**src/rtl/nat1_ram_stream_loader.sv**
```systemverilog
`default_nettype none
// =============================================================================
// Module      : nat1_ram_stream_loader
// Description : Loads one SOP/EOP-framed byte packet per start into a 1-cycle
//               RAM write port. Optional macro: NAT1_LOADER_CHECKSUM_EN.
// Revision    : 1.0 - initial release
// =============================================================================
module nat1_ram_stream_loader #(
  parameter int ADDR_W    = 10,
  parameter int DATA_W    = 8,
  parameter int DEPTH     = 1024,
  parameter int BASE_ADDR = 0
) (
  input  logic              clk,
  input  logic              reset,
  input  logic              start,
  input  logic              abort,
  input  logic              s_valid,
  output logic              s_ready,
  input  logic [DATA_W-1:0] s_data,
  input  logic              s_sop,
  input  logic              s_eop,
  output logic              m_chipselect,
  output logic              m_write,
  output logic [ADDR_W-1:0] m_address,
  output logic [DATA_W-1:0] m_writedata,
  output logic              busy,
  output logic              done,
  output logic              overflow,
  output logic [ADDR_W:0]   byte_count
`ifdef NAT1_LOADER_CHECKSUM_EN
  ,
  output logic [DATA_W-1:0] checksum
`endif
);

  typedef enum logic [2:0] {
    IDLE    = 3'd0,
    ARMED   = 3'd1,
    LOAD    = 3'd2,
    DRAIN   = 3'd3,
    DONE_ST = 3'd4
  } state_t;

  localparam logic [ADDR_W:0]   c_last_idx = (ADDR_W+1)'(DEPTH - 1);
  localparam logic [ADDR_W-1:0] c_base     = ADDR_W'(BASE_ADDR);
  localparam logic [ADDR_W:0]   c_one      = (ADDR_W+1)'(1);

  state_t              r_state;
  state_t              w_state_nxt;
  logic                w_take;
  logic                w_arm;
  logic                w_ovf;
  logic                r_wr;
  logic [ADDR_W-1:0]   r_addr;
  logic [DATA_W-1:0]   r_data;
  logic [ADDR_W:0]     r_count;
  logic                r_done;
  logic                r_ovf;

  always_ff @(posedge clk or posedge reset) begin
    if (reset) begin
      r_state <= IDLE;
    end else begin
      r_state <= w_state_nxt;
    end
  end

  always_comb begin
    w_state_nxt = r_state;
    s_ready     = 1'b0;
    busy        = 1'b0;
    w_take      = 1'b0;
    w_arm       = 1'b0;
    w_ovf       = 1'b0;
    case (r_state)
      IDLE: begin
        if (start) begin
          w_state_nxt = ARMED;
          w_arm       = 1'b1;
        end
      end
      ARMED, LOAD: begin
        s_ready = 1'b1;
        busy    = 1'b1;
        // In ARMED only an SOP beat opens the packet; in LOAD every beat is data.
        if (s_valid && (s_sop || (r_state == LOAD))) begin
          w_take      = 1'b1;
          w_state_nxt = LOAD;
          if (s_eop) begin
            w_state_nxt = DONE_ST;
          end else if (r_count == c_last_idx) begin
            w_ovf       = 1'b1;
            w_state_nxt = DRAIN;
          end
        end
      end
      DRAIN: begin
        s_ready = 1'b1;
        if (s_valid && s_eop) begin
          w_state_nxt = DONE_ST;
        end
      end
      DONE_ST: begin
        w_state_nxt = IDLE;
      end
      default: begin
        w_state_nxt = IDLE;
      end
    endcase
    // Abort overrides everything, including a start or a beat in the same cycle.
    if (abort) begin
      w_state_nxt = IDLE;
      w_take      = 1'b0;
      w_arm       = 1'b0;
      w_ovf       = 1'b0;
    end
  end

  always_ff @(posedge clk or posedge reset) begin
    if (reset) begin
      r_wr    <= 1'b0;
      r_addr  <= c_base;
      r_data  <= '0;
      r_count <= '0;
      r_done  <= 1'b0;
      r_ovf   <= 1'b0;
    end else begin
      r_wr <= w_take;
      if (w_take) begin
        r_addr  <= c_base + r_count[ADDR_W-1:0];
        r_data  <= s_data;
        r_count <= r_count + c_one;
      end
      if (w_arm) begin
        r_count <= '0;
        r_done  <= 1'b0;
        r_ovf   <= 1'b0;
      end
      if (w_ovf) begin
        r_ovf <= 1'b1;
      end
      // Registered off DONE_ST so done never coincides with the final write.
      if (r_state == DONE_ST) begin
        r_done <= 1'b1;
      end
    end
  end

`ifdef NAT1_LOADER_CHECKSUM_EN
  logic [DATA_W-1:0] r_checksum;

  always_ff @(posedge clk or posedge reset) begin
    if (reset) begin
      r_checksum <= '0;
    end else if (w_arm) begin
      r_checksum <= '0;
    end else if (w_take) begin
      r_checksum <= r_checksum + s_data;
    end
  end

  assign checksum = r_checksum;
`endif

  assign m_chipselect = r_wr;
  assign m_write      = r_wr;
  assign m_address    = r_addr;
  assign m_writedata  = r_data;
  assign done         = r_done;
  assign overflow     = r_ovf;
  assign byte_count   = r_count;

endmodule
`default_nettype wire

```
**config.mk**
```make
export PLATFORM = sky130hd
export DESIGN_NAME = nat1_ram_stream_loader
export DESIGN_NICKNAME = d
export VERILOG_FILES = /design/src/rtl/nat1_ram_stream_loader.sv
export SDC_FILE = /design/constraint.sdc
export NUM_CORES = 1
export LEC_CHECK = 0
export BUFFER_PORTS_ARGS = -buffer_cell sky130_fd_sc_hd__buf_4
export CAP_MARGIN = 10
export CORE_AREA = 8 8 64 66
export CTS_CLUSTER_DIAMETER = 50
export CTS_CLUSTER_SIZE = 14
export DETAILED_ROUTE_END_ITERATION = 10
export DIE_AREA = 0 0 72 74
export HOLD_SLACK_MARGIN = 0.12
export PLACE_DENSITY = 0.89
export SETUP_SLACK_MARGIN = 0.2
export SYNTH_ARGS = -nofsm -noshare
export SYNTH_HDL_FRONTEND = slang
export SYNTH_SLANG_ARGS = --single-unit
```
**constraint.sdc**
```tcl
create_clock -name clk -period 6.3 [get_ports clk]
set_clock_uncertainty 0.15 [all_clocks]
set_input_delay 0.315 -clock clk [delete_from_list [all_inputs] [get_ports clk]]
set_output_delay 0.315 -clock clk [all_outputs]
set_load 0.005 [all_outputs]
```
-- Word level (Yosys, flattened, before mapping)
Index checks and enable logic that the tools add are counted.
- register bits: 35
- input bits: 15
- word-level logic and storage cells: 51
- reduce and logical (&&, ||, !) cells: 10
- equality and inequality tests: 8
- add/sub/neg operators: 1
- multiplexer cells: 25
- operator list (kind ; count):
    $mux 11 ; 2
    $mux 1 ; 17
    $mux 3 ; 5
    $add 11x1->11 const B ; 1
    $eq 11x10->1 const B ; 1
    $ne 3x3->1 const B ; 3
    $pmux 3 s3 ; 1
    $eq 3x2->1 const B ; 2
    $reduce_bool 2->1 ; 3
    $eq 3x1->1 const B ; 1
    $eq 3x3->1 const B ; 1
    $logic_not 3->1 ; 1
    $reduce_and 3->1 ; 1
    $reduce_or 3->1 ; 1
    $logic_and 1x1->1 ; 2
    $reduce_or 2->1 ; 1
    $logic_or 1x1->1 ; 1

-- Logic depth before layout (Yosys ltp)
- word-level depth: 8
- gate-level depth with buffers: 6

-- Worst setup path after synthesis
Ideal clock, no wire load.
- path kind: register to register
- start point: reg r_state[2]
- end point: reg r_count[8] (netlist: byte_count[8])
- cell stages (with the launch flop): 7
- arrival time: 1872 ps
- period minus slack after synthesis: 2100 ps
- library setup time: 78 ps
- required time: 6072 ps
- setup slack: 4200 ps
- path through: dfrtp_1 -> buf_6 -> or3b_4 -> a211o_1 -> buf_6 -> or4_1 -> a21oi_1
- longest elaborated chain between the ends: 7
- elaborated cells on any way between the ends: 13
- ends and longest elaborated chain (what ; RTL line ; text):
    start, declared ; 49 ; state_t r_state;
    start signal, assigned ; 65 ; r_state <= w_state_nxt;
    $eq 3x2->1 ; 76, 87 ;
    $logic_or 1x1->1 ; 87 ; if (s_valid && (s_sop || (r_state == LOAD))) begin
    $logic_and 1x1->1 ; 87 ;
    $mux 1 ; 87 ;
    $mux 1 ; 76 ; case (r_state)
    $mux 1 ; 112 ; if (abort) begin
    $reduce_bool 2->1 (no line) ; -- ;
    end signal, assigned ; 133 ; r_count <= r_count + c_one;
    end, declared ; 57 ; logic [ADDR_W:0] r_count;
Several ways; a longest one is shown, not always the timed one.
A chain may end at the register's enable or synchronous reset.

-- Worst setup path in the final report
- start point: in abort
- end point: reg r_count[9] (netlist: byte_count[9])
- longest elaborated chain between the ends: 2
- elaborated cells on any way between the ends: 4
- ends and longest elaborated chain (what ; RTL line ; text):
    start, declared ; 17 ; input logic abort,
    $mux 1 ; 112 ;
    $mux 11 or $reduce_bool 2->1 (tied branches) ; -- ;
Several ways; a longest one is shown, not always the timed one.

==> flow_metrics.py <==
metrics = {
    "cells_and_area": {
        "layout_common_cells": "buf_4, dfrtp_1, mux2_2",
        "area.growth.synth_to_final_pct": 35.67,
        "multiInputGateArea_um2": 646.9,
        "final-seq-area_um2": 875.8,
        "fill_cells": 229,
        "drive_above_1_share": 0.3939,
        "finalNetCount": 214,
        "fin_area_um2": 2156,
        "antenna_cells": 0,
        "mostFrequentLayoutCell": "buf_4",
    },
    "floorplanning": {
        "die_w_um": 72,
        "core_area_um2": 3179,
        "die_h_um": 74,
        "pin_count": 50,
        "start_util": 0.4998,
        "dieArea_um2": 5328,
        "num_rows": 21,
    },
    "job": {
        "maxCapViolations": 0,
    },
    "sta": {
        "rsz0062_at_grt": "false",
        "finalCritPeriodShare": 0.3744,
        "slew_headroom": 0.7159,
        "fin_tns_setup_ns": 0,
        "drv_slew": 0,
        "worst_slew_pin_slew_ns": 0.4261,
        "holdWs_ns": 0.2424,
        "hold_violations": 0,
        "fmax_ghz": 0.4240,
        "fin_crit_ns": 2.359,
        "setup-violations-final": 0,
    },
    "global_route": {
        "grt_pass1_vias": 1310,
        "antenna_found_initial": 0,
        "grt_max_degree": 36,
        "busiest_layer": "met2",
        "grt_util_all_layers": 0.1555,
        "grt-ovfl-total": 0,
        "grt_util_met2": 0.2642,
        "use_met1": 0.1679,
        "gr-usage-met3": 0.04313,
        "grt_pass1_wl_mm": 6.320,
    },
    "clocking": {
        "clkSinkCount": 35,
        "cts_buffer_depth": 2,
        "postCtsSetupBuffers": 0,
        "clkSlewWorstSetupHoldPaths_ns": 0.11,
        "tritoncts": "built",
        "worst_skew_pair.late_latency_ns": 0.35,
        "numCtsBuffers": 5,
        "cts-resized-gates": 0,
        "ctsHoldBuffers": 11,
        "h-tree-depth": 2,
        "cts-root-buf": "clkbuf_4",
    },
    "drt": {
        "wl_per_cell_um": 16.89,
        "viasPerCell": 5.303,
        "drtPass1Iterations": 4,
        "wl_mm": 4.122,
        "drt.antenna.violating_nets": 0,
        "initialDrtViolationCount": 67,
        "drc": 0,
        "vias": 1294,
    },
    "yosys": {
        "asyncSetResetFlopFracSynth": 1.000,
        "synthCells": 137,
        "yosysTopAreaCellShare": 0.5512,
        "synth-seq-cells": 35,
        "yosysTopAreaCell": "dfrtp_1",
        "ys_top_cells_by_area": "dfrtp_1, mux2_2, mux2i_1",
        "postSynthNetCount": 153,
        "synth_edf_count": 0,
        "synth_area_um2": 1589,
        "avgSynthCellArea_um2": 11.60,
        "synth_flop_cell": "dfrtp_1",
        "synth_cell_types": 35,
        "ys_warn_count": 0,
        "synth_seq_area_share": 0.5512,
    },
    "pwr": {
        "finalPower_mw": 0.5565,
        "p_leak_nw": 1.039,
        "irDropWorstVdd_uv": 124.7,
        "powerDensity_nw_per_um2": 258.1,
    },
    "worst_setup_path": {
        "worstPathArrival_ns": 2.48,
        "worstPathRequired_ns": 6.42,
        "worstSetupEndpointType": "flop",
        "start_kind": "primary input",
        "critPathKind": "primary input to flop",
        "path_max_fanout": 11,
    },
    "place": {
        "gp_congestion": 0.7903,
        "port_buffers": 49,
        "postPlaceCellArea_um2": 1974,
        "place_hpwl_mm": 2.823,
    },
    "worst_hold_path": {
        "hold_class": "primary input to flop",
    },
    "status": {
        "outcome": "finished, final reports clean",
    },
}
-- critical path, stage by stage --
cell and delay [ns]:
dlygate4sd3_1 0.53, buf_4 0.15, or3b_4 0.39, a211o_1 0.40, or4_1 0.50, a21oi_1 0.18
-- power by group --
part / internal [mW] / total (mW) / switching, mW
sequential: 0.260 / 0.290 / 0.0300
clock: 0.0517 / 0.126 / 0.0747
combinational: 0.0867 / 0.140 / 0.0533
total: 0.399 / 0.556 / 0.158
-- flip-flops by register name, summed over array words and instances, names as in the netlist --
signal and flops:
byte_count 11, done 1, m_address 10, m_chipselect 1, m_writedata 8, overflow 1, r_state 3
-- per-layer routing --
layer / part of all wire / up-vias
met4: 0.027 / 0
met1: 0.37 / 631
met3: 0.067 / 13
met5: 0 / -
met2: 0.53 / 50
li1: - / 600
-- metrics by stage --
step,util,cells,worst slack (ns)
after floorplan,-,137,4.200
after global placement,0.6210,225,3.930
after detailed placement,0.6210,225,3.799
after CTS,0.6734,243,3.662
after global routing,0.6781,244,3.878
final,0.6781,244,3.941
-- cell families after synthesis --
| group | Yosys count | share of synthesized area |
|---|---|---|
| buffers and inverters | 13 | 0.04410 |
| AND/OR/NAND/NOR | 43 | 0.1441 |
| adder cells (fa/ha/maj) | 1 | 0.007873 |
| flip-flops | 35 | 0.5512 |
| XOR/XNOR | 3 | 0.01654 |
| multiplexers | 23 | 0.1583 |
| AO/OA/AOI/OAI | 19 | 0.07795 |
-- cell type report --
cell class                      instances  share of cell area
Clock buffer                            6             0.02380
Clock inverter                          1            0.002322
Inverter                                5            0.008706
Multi-Input combinational cell         89              0.3001
Sequential cell                        35              0.4063
Tap cell                               46             0.02670
Timing Repair Buffer                   62              0.2322
-- synth_stat cells, types with 2 or more instances --
cell and count:
dfrtp_1 35, mux2_2 17, nand2_1 10, nor2_1 8
a21oi_1 6, mux2i_1 6, inv_1 5, nor3_1 4
clkbuf_1 3, nand3_1 3, nand4_1 3, o21ai_0 3
or3_1 3, xnor2_1 3, a31oi_1 2, buf_2 2
buf_6 2, nand2b_1 2, nand3b_1 2, o31ai_1 2
or4_1 2
-- worst paths after layout --
path	to	cells past startpoint	start	slack [ns]
worst min-delay path	r_state[2]	4	s_eop	0.24
max in group asynchronous	m_address[8]	4	reset	5.22
worst min register to register	overflow	1	overflow	0.34
worst max register to register	byte_count[9]	4	r_state[2]	4.05
worst max-delay path	byte_count[9]	6	abort	3.94
min in group asynchronous	r_state[1]	4	reset	0.47
(Power assumes the default switching activity.)
